### src/rtl/serial_adder_pkg.sv
`default_nettype none
// ============================================================================
// Module      : serial_adder_pkg
// Description : Shared state encoding and default width for serial_adder.
// Revision    : 1.0 - initial release
// ============================================================================
package serial_adder_pkg;

    localparam int DEFAULT_WIDTH = 8;

    typedef enum logic [1:0] {
        IDLE = 2'd0,
        RUN  = 2'd1,
        DONE = 2'd2
    } state_t;

endpackage : serial_adder_pkg
`default_nettype wire

### src/rtl/full_adder.sv
`default_nettype none
// ============================================================================
// Module      : full_adder
// Description : Single-bit full adder cell used as the serial bit slice.
// Revision    : 1.0 - initial release
// ============================================================================
module full_adder (
    input  logic a,
    input  logic b,
    input  logic c_in,
    output logic sum,
    output logic c_out
);

    logic w_half;

    assign w_half = a ^ b;
    assign sum    = w_half ^ c_in;
    assign c_out  = (a & b) | (c_in & w_half);

endmodule : full_adder
`default_nettype wire

### src/rtl/serial_adder.sv
`default_nettype none
// ============================================================================
// Module      : serial_adder
// Description : Bit-serial adder, LSB first, one bit per clock through a single
//               full_adder cell; start/busy/done handshake, held result.
// Revision    : 1.0 - initial release
// ============================================================================
module serial_adder
    import serial_adder_pkg::*;
#(
    parameter int WIDTH = DEFAULT_WIDTH
) (
    input  logic             clk,
    input  logic             rst,
    input  logic             start,
    input  logic [WIDTH-1:0] a,
    input  logic [WIDTH-1:0] b,
    input  logic             c_in,
    output logic             busy,
    output logic             done,
    output logic [WIDTH-1:0] sum,
    output logic             c_out
);

    localparam int             CW     = $clog2(WIDTH);
    localparam logic [CW-1:0]  c_LAST = CW'(WIDTH - 1);

    state_t           r_state;
    state_t           w_next_state;

    logic [WIDTH-1:0] r_a_sr;
    logic [WIDTH-1:0] r_b_sr;
    logic [WIDTH-1:0] r_s_sr;
    logic             r_carry;
    logic [CW-1:0]    r_cnt;
    logic [WIDTH-1:0] r_sum;
    logic             r_c_out;

    logic             w_fa_sum;
    logic             w_fa_c_out;
    logic             w_last_bit;
    logic [WIDTH-1:0] w_s_shifted;

    full_adder u_bit_cell (
        .a     (r_a_sr[0]),
        .b     (r_b_sr[0]),
        .c_in  (r_carry),
        .sum   (w_fa_sum),
        .c_out (w_fa_c_out)
    );

    assign w_last_bit  = (r_cnt == c_LAST);
    // New bit enters at the MSB so that after WIDTH shifts bit 0 is the LSB.
    assign w_s_shifted = {w_fa_sum, r_s_sr[WIDTH-1:1]};

    always_ff @(posedge clk) begin
        if (rst) begin
            r_state <= IDLE;
        end else begin
            r_state <= w_next_state;
        end
    end

    always_comb begin
        w_next_state = r_state;
        case (r_state)
            IDLE:    if (start) w_next_state = RUN;
            RUN:     if (w_last_bit) w_next_state = DONE;
            DONE:    w_next_state = IDLE;
            default: w_next_state = IDLE;
        endcase
    end

    always_ff @(posedge clk) begin
        if (rst) begin
            r_a_sr  <= '0;
            r_b_sr  <= '0;
            r_s_sr  <= '0;
            r_carry <= 1'b0;
            r_cnt   <= '0;
            r_sum   <= '0;
            r_c_out <= 1'b0;
        end else begin
            case (r_state)
                IDLE: begin
                    if (start) begin
                        r_a_sr  <= a;
                        r_b_sr  <= b;
                        r_carry <= c_in;
                        r_cnt   <= '0;
                    end
                end
                RUN: begin
                    r_a_sr  <= {1'b0, r_a_sr[WIDTH-1:1]};
                    r_b_sr  <= {1'b0, r_b_sr[WIDTH-1:1]};
                    r_s_sr  <= w_s_shifted;
                    r_carry <= w_fa_c_out;
                    r_cnt   <= r_cnt + 1'b1;
                    // Result is published only once complete; partial bits stay internal.
                    if (w_last_bit) begin
                        r_sum   <= w_s_shifted;
                        r_c_out <= w_fa_c_out;
                    end
                end
                default: begin
                end
            endcase
        end
    end

    assign busy  = (r_state == RUN);
    assign done  = (r_state == DONE);
    assign sum   = r_sum;
    assign c_out = r_c_out;

endmodule : serial_adder
`default_nettype wire
### config.mk
export PLATFORM = sky130hd
export DESIGN_NAME = serial_adder
export DESIGN_NICKNAME = d
export VERILOG_FILES = /design/src/rtl/serial_adder_pkg.sv /design/src/rtl/full_adder.sv /design/src/rtl/serial_adder.sv
export SDC_FILE = /design/constraint.sdc
export NUM_CORES = 1
export LEC_CHECK = 0
export CORE_MARGIN = 3
export CORE_UTILIZATION = 30
export DETAILED_ROUTE_END_ITERATION = 10
export GPL_TIMING_DRIVEN = 0
export PLACE_DENSITY = 0.6
export SETUP_SLACK_MARGIN = 0.4
export SLEW_MARGIN = 20
export SYNTH_ARGS = -nofsm -noshare
export SYNTH_HDL_FRONTEND = slang
export SYNTH_SLANG_ARGS = --single-unit
### constraint.sdc
create_clock -name clk -period 1.5 [get_ports clk]
set_input_delay 0.225 -clock clk [delete_from_list [all_inputs] [get_ports clk]]
set_output_delay 0.225 -clock clk [all_outputs]
set_load 0.05 [all_outputs]
# Word level (Yosys, flattened, before mapping)

Index checks and enable logic that the tools add are counted.

Register bits: 39
Latch bits: 0
Memory bits (writable): 0
Memory bits (read-only): 0
Bits of input ports: 20
Output and inout port bits: 11
Logic and storage cells: 35
Memories kept: 0

Add/subtract/negate cells: 1
$mul: 0
Div/mod/pow operators: 0
Order comparisons: 0
Eq/ne operators: 5
Shift operators: 0
Multiplexer cells: 11
Bitwise gates (word level): 5
Reduce and logical (&&, ||, !) cells: 5

Operators by type and width:

| operator                                               | count |
|---|---|
| case mux 8 bit (2 select lines)                        | 2 |
| 2-to-1 mux 8 bit                                       | 2 |
| case mux 3 bit (2 select lines)                        | 1 |
| AND reduction 2 bit                                    | 3 |
| 2-to-1 mux 2 bit                                       | 2 |
| case mux 2 bit (2 select lines)                        | 1 |
| adder 3 x 1 -> 3 bit (second input constant)           | 1 |
| equality test 3 bit (second input constant)            | 1 |
| 2-to-1 mux 3 bit                                       | 1 |
| bitwise AND 1 bit                                      | 2 |
| equality test 2 x 1 -> 1 bit (second input constant)   | 1 |
| equality test 2 bit (second input constant)            | 1 |
| logical NOT 2 bit                                      | 1 |
| inequality test 2 x 1 -> 1 bit (second input constant) | 1 |
| inequality test 2 bit (second input constant)          | 1 |
| case mux 1 bit (2 select lines)                        | 1 |
| nonzero test 2 bit                                     | 1 |
| bitwise XOR 1 bit                                      | 2 |
| 2-to-1 mux 1 bit                                       | 1 |
| OR 1 bit                                               | 1 |

# Depth between registers and ports, before layout

Depth in word-level cells: 4
Gate-level depth with buffers: 7
Mapped depth without buffers: 5

# Modules after synthesis

From an unflattened synthesis, not the netlist that was laid out.

Cells, all modules: 169
Area total of the unflattened synthesis: 1567.8 sq um

Modules (own cells, without submodules):

| module       | times used | cells each | area an instance (sq um) | sequential area each (sq um) |
|---|---|---|---|---|
| serial_adder | 1          | 168        | 1547.7                   | 760.7 |
| full_adder   | 1          | 1          | 20.0                     | 0.0 |

# Worst setup path before layout

OpenSTA, ideal clock, no wires.

Kind: reg2out
Start: register r_state[0]
End: output done
Arrival time: 1.262 ns
Required time: 1.275 ns
Path slack: 0.013 ns
Stages on the path, launching flop included: 4
Path buffers: 2
Path through: dfxtp_1 > buf_2 > buf_6 > nor2b_1

Word-level cells in the longest chain between the ends: 1

RTL lines:

| element                | line                | text |
|---|---|---|
| from (decl)            | serial_adder.sv:28  | `state_t r_state;` |
| from (signal assigned) | serial_adder.sv:60  | `r_state <= w_next_state;` |
| equality test 2 bit    | serial_adder.sv:112 | `assign done = (r_state == DONE);` |
| to (decl)              | serial_adder.sv:20  | `output logic done,` |

No other way between the ends.

# Worst setup path in the final report

Start: register r_state[0]
End: output busy

Word-level cells in the longest chain between the ends: 1

RTL lines:

| element                      | line                | text |
|---|---|---|
| equality test 2 x 1 -> 1 bit | serial_adder.sv:111 | `assign busy = (r_state == RUN);` |
| to (decl)                    | serial_adder.sv:19  | `output logic busy,` |

No other way between the ends.

==> summary.md <==
| Metric | Value |
|---|---|
| Max Cap Violations | `0` |
| Via/cell ratio | `between 4 and 5` |
| Min Tclk post-route | `1.410 ns` |
| Fmax | `0.7092 GHz` |
| RSZ-0062 raised after global routing | `yes` |
| Pwr dens | `between 800 and 900 mW/mm^2` |
| Area grow syn2layout | `75.69%` |
| Die Span X | `approximately 79 um` |
| Post-synth top area share | `0.4799` |
| WL/cell | `~15 um` |
| Worst setup EP type | `primary output` |
| R2R Setup Slk | `0.10 ns` |
| Count of input and output buffers | `29` |
| Fin. max-slew vios | `0` |
| Most frequent cells in the layout | `dfxtp_1 (32), nand2_1 (17), clkdlybuf4s50_1 (17), buf_4 (16), mux2i_1 (15)` |
| R2r startpoint | `r_state[0]` |
| Setup CP Type | `reg2out` |
| First-pass GRT wire length | `6.858 mm` |
| Setup Skew | `about 0.0080 ns` |
| Pre-CTS setup slack | `-0.3484 ns` |
| # nets final | `around 250` |
| Net count after synthesis | `between 150 and 200` |
| Critical path cell sequence | `buf_6, nand2b_4, buf_6, inv_4, buf_12, buf_12` |
| Inst Count DP | `roughly 270` |
| Cts bufs inserted | `5` |
| Setup TNS | `0 ns` |
| Largest net degree at the start of global routing | `13` |
| DRT iter0 DRCs | `53` |
| Total chip power | `around 2.3 mW` |
| Antenna-violating nets left | `0` |
| Area leader, netlist | `dfxtp_1` |
| Layout cell share with drive strength beyond 1 | `0.5727` |
| Slowest cell on crit path | `dfxtp_2` |
| Cell variety after synth | `24` |
| CTS tree | `done` |
| Skew-Pair Late Insertion Delay | `approximately 0.30 ns` |
| Clk buf depth | `2` |
| Synth top area cells | `dfxtp_1 (48%), mux2i_1 (10%), nand2_1 (7.6%), a211oi_1 (7.1%), a21oi_1 (5.1%)` |
| Worst r2r path cells | `6` |
| Fin crit share | `0.9400` |
| Worst Path Arrival | `1.19 ns` |
| Max_slew headroom | `0.4981` |
| GR Overflow Total | `0` |
| Synth warn | `0` |
| Final WS setup | `around 0.090 ns` |
| CTS Sinks | `38` |
| DRC | `0` |
| GP Congestion | `just under 0.7` |
| Core region area | `roughly 0.005 mm^2` |
| Syn_area_per_cell | `~9.4 um^2` |
| P_leak | `about 1.1 nW` |
| Setup violators final | `0` |
| Die ar. | `approximately 0.0062 mm^2` |
| Detail Placement HPWL | `approximately 2.3 mm` |
| Hold Startpoint | `rst` |
| Worst vdd ir | `about 530 uV` |
| Clock slew at reported path FFs | `approximately 0.080 ns` |
| Vias | `approximately 1,400` |
| Diode count | `0` |
| Cell Area, Synth | `about 0.0016 mm^2` |
| Startpoint types | `register` |
| Sequential area share after synthesis | `0.4799` |
| Final hold vios | `0` |
| Hold WS | `0.4482 ns` |
| Tightest Pin Transition | `~0.75 ns` |
| Row Count | `25` |
| Status | `completed` |
| Die Ht | `between 70 and 80 um` |
| Flops & latches, synth | `38` |
| Cells after synthesis | `169` |
| Top Ports | `31` |
| Overall Global Routing Usage | `0.1441` |
| Crit path largest cell delay | `around 0.34 ns` |
| CP max FO | `4` |
| Root buf cell | `clkbuf_8` |
| Initial Util | `0.3228` |
| Commonest non-fill, non-tap cell in the layout | `dfxtp_1` |
| Min-Delay Path Class | `in2reg` |
| Initial antenna violation count | `0` |
| Hold Path Depth | `2` |
| Final WL | `~4.3 mm` |
| Capturing point of the worst reg2reg path | `r_b_sr[3]` |
| H-tree Lvls | `2` |
| Drt first pass iters | `4` |
| Vias in the first global route | `between 1,000 and 1,500` |
| Worst Path Required | `~1.3 ns` |
| Fillers | `between 400 and 500` |
| WHS Endpoint | `r_cnt[0]` |
| Fin cells | `between 200 and 300` |
-- worst max-delay path: cells and delay by family, from the launching register on --
kind,cells,cell delay (ns)
buffers and inverters,5,0.50
AND/OR/NAND/NOR,1,0.05
flip-flops,1,0.34
-- synth_stat cells --
| cell | n |
|---|---|
| a211oi_1 | 15 |
| a211oi_2 | 1 |
| a21oi_1 | 16 |
| a22oi_1 | 4 |
| and3b_2 | 1 |
| buf_2 | 3 |
| buf_4 | 1 |
| buf_6 | 6 |
| clkbuf_1 | 3 |
| dfxtp_1 | 38 |
| fa_1 | 1 |
| ha_1 | 2 |
| inv_1 | 1 |
| inv_4 | 1 |
| mux2i_1 | 16 |
| nand2_1 | 32 |
| nand2b_1 | 1 |
| nand3b_2 | 1 |
| nor2_1 | 21 |
| nor2b_1 | 1 |
| nor3_1 | 1 |
| nor3b_1 | 1 |
| o21ba_4 | 1 |
| o21bai_2 | 1 |
-- what timing repair did --
action	CTS	global route
cloned	5	1
hold buffers	0	0
endpoints found under the setup margin	43	41
resized for setup	141	48
buffers inserted	11	4
pin swaps	17	17
-- layer usage --
layer | vias to the layer above | wire length, um | GRT usage
met5 | - | 0 | 0
met4 | 0 | 44 | 0.04720
met3 | 6 | 209 | 0.03515
met2 | 31 | 2138 | 0.2402
met1 | 676 | 1938 | 0.1823
li1 | 700 | - | -
-- per-stage QoR --
step | instance area [um^2] | util
2_1_floorplan | 1640 | -
3_3_place_gp | 2014 | 0.4102
3_5_place_dp | 2014 | 0.4102
4_1_cts | 2526 | 0.5144
5_1_grt | 2785 | 0.5671
6_report | 2785 | 0.5671
-- sequential cells by signal, summed over array words and instances, names as in the netlist --
name,flops
r_a_sr,8
r_b_sr,8
sum,8
r_s_sr,7
r_cnt,3
r_state,2
c_out,1
r_carry,1
-- logic make-up after synthesis --
logic type | synth area share
AO/OA/AOI/OAI | 0.1658
adder cells (fa/ha/maj) | 0.02841
buffers and inverters | 0.07024
flip-flops | 0.4799
multiplexers | 0.1010
AND/OR/NAND/NOR | 0.1547
-- worst max path at each step --
stage                          start  endpoint  slack [ns]  depth (start not counted)
after CTS                 r_state[0]      busy        0.11                          6
after floorplan             r_cnt[0]    sum[3]        0.33                          6
after detailed placement  r_state[0]      busy       -0.35                          6
after global routing      r_state[0]      busy        0.05                          6
final                     r_state[0]      busy        0.09                          6
after global placement    r_state[0]      busy       -0.35                          6
-- power breakdown --
part	internal [mW]	switching, mW
Sequential	1.06	0.0490
Clock	0.370	0.376
Combinational	0.273	0.218
Total	1.70	0.643
-- final cells by class --
cell class	instances	area [um^2]	area share
Tap cell	67	83.83	0.03010
Timing Repair Buffer	49	556.8	0.1999
Multi-Input combinational cell	117	1109	0.3980
Buffer	13	155.1	0.05571
Clock inverter	2	12.51	0.004492
Inverter	2	10.01	0.003594
Clock buffer	6	82.58	0.02965
Sequential cell	38	775.7	0.2785
(Power assumes the default switching activity.)
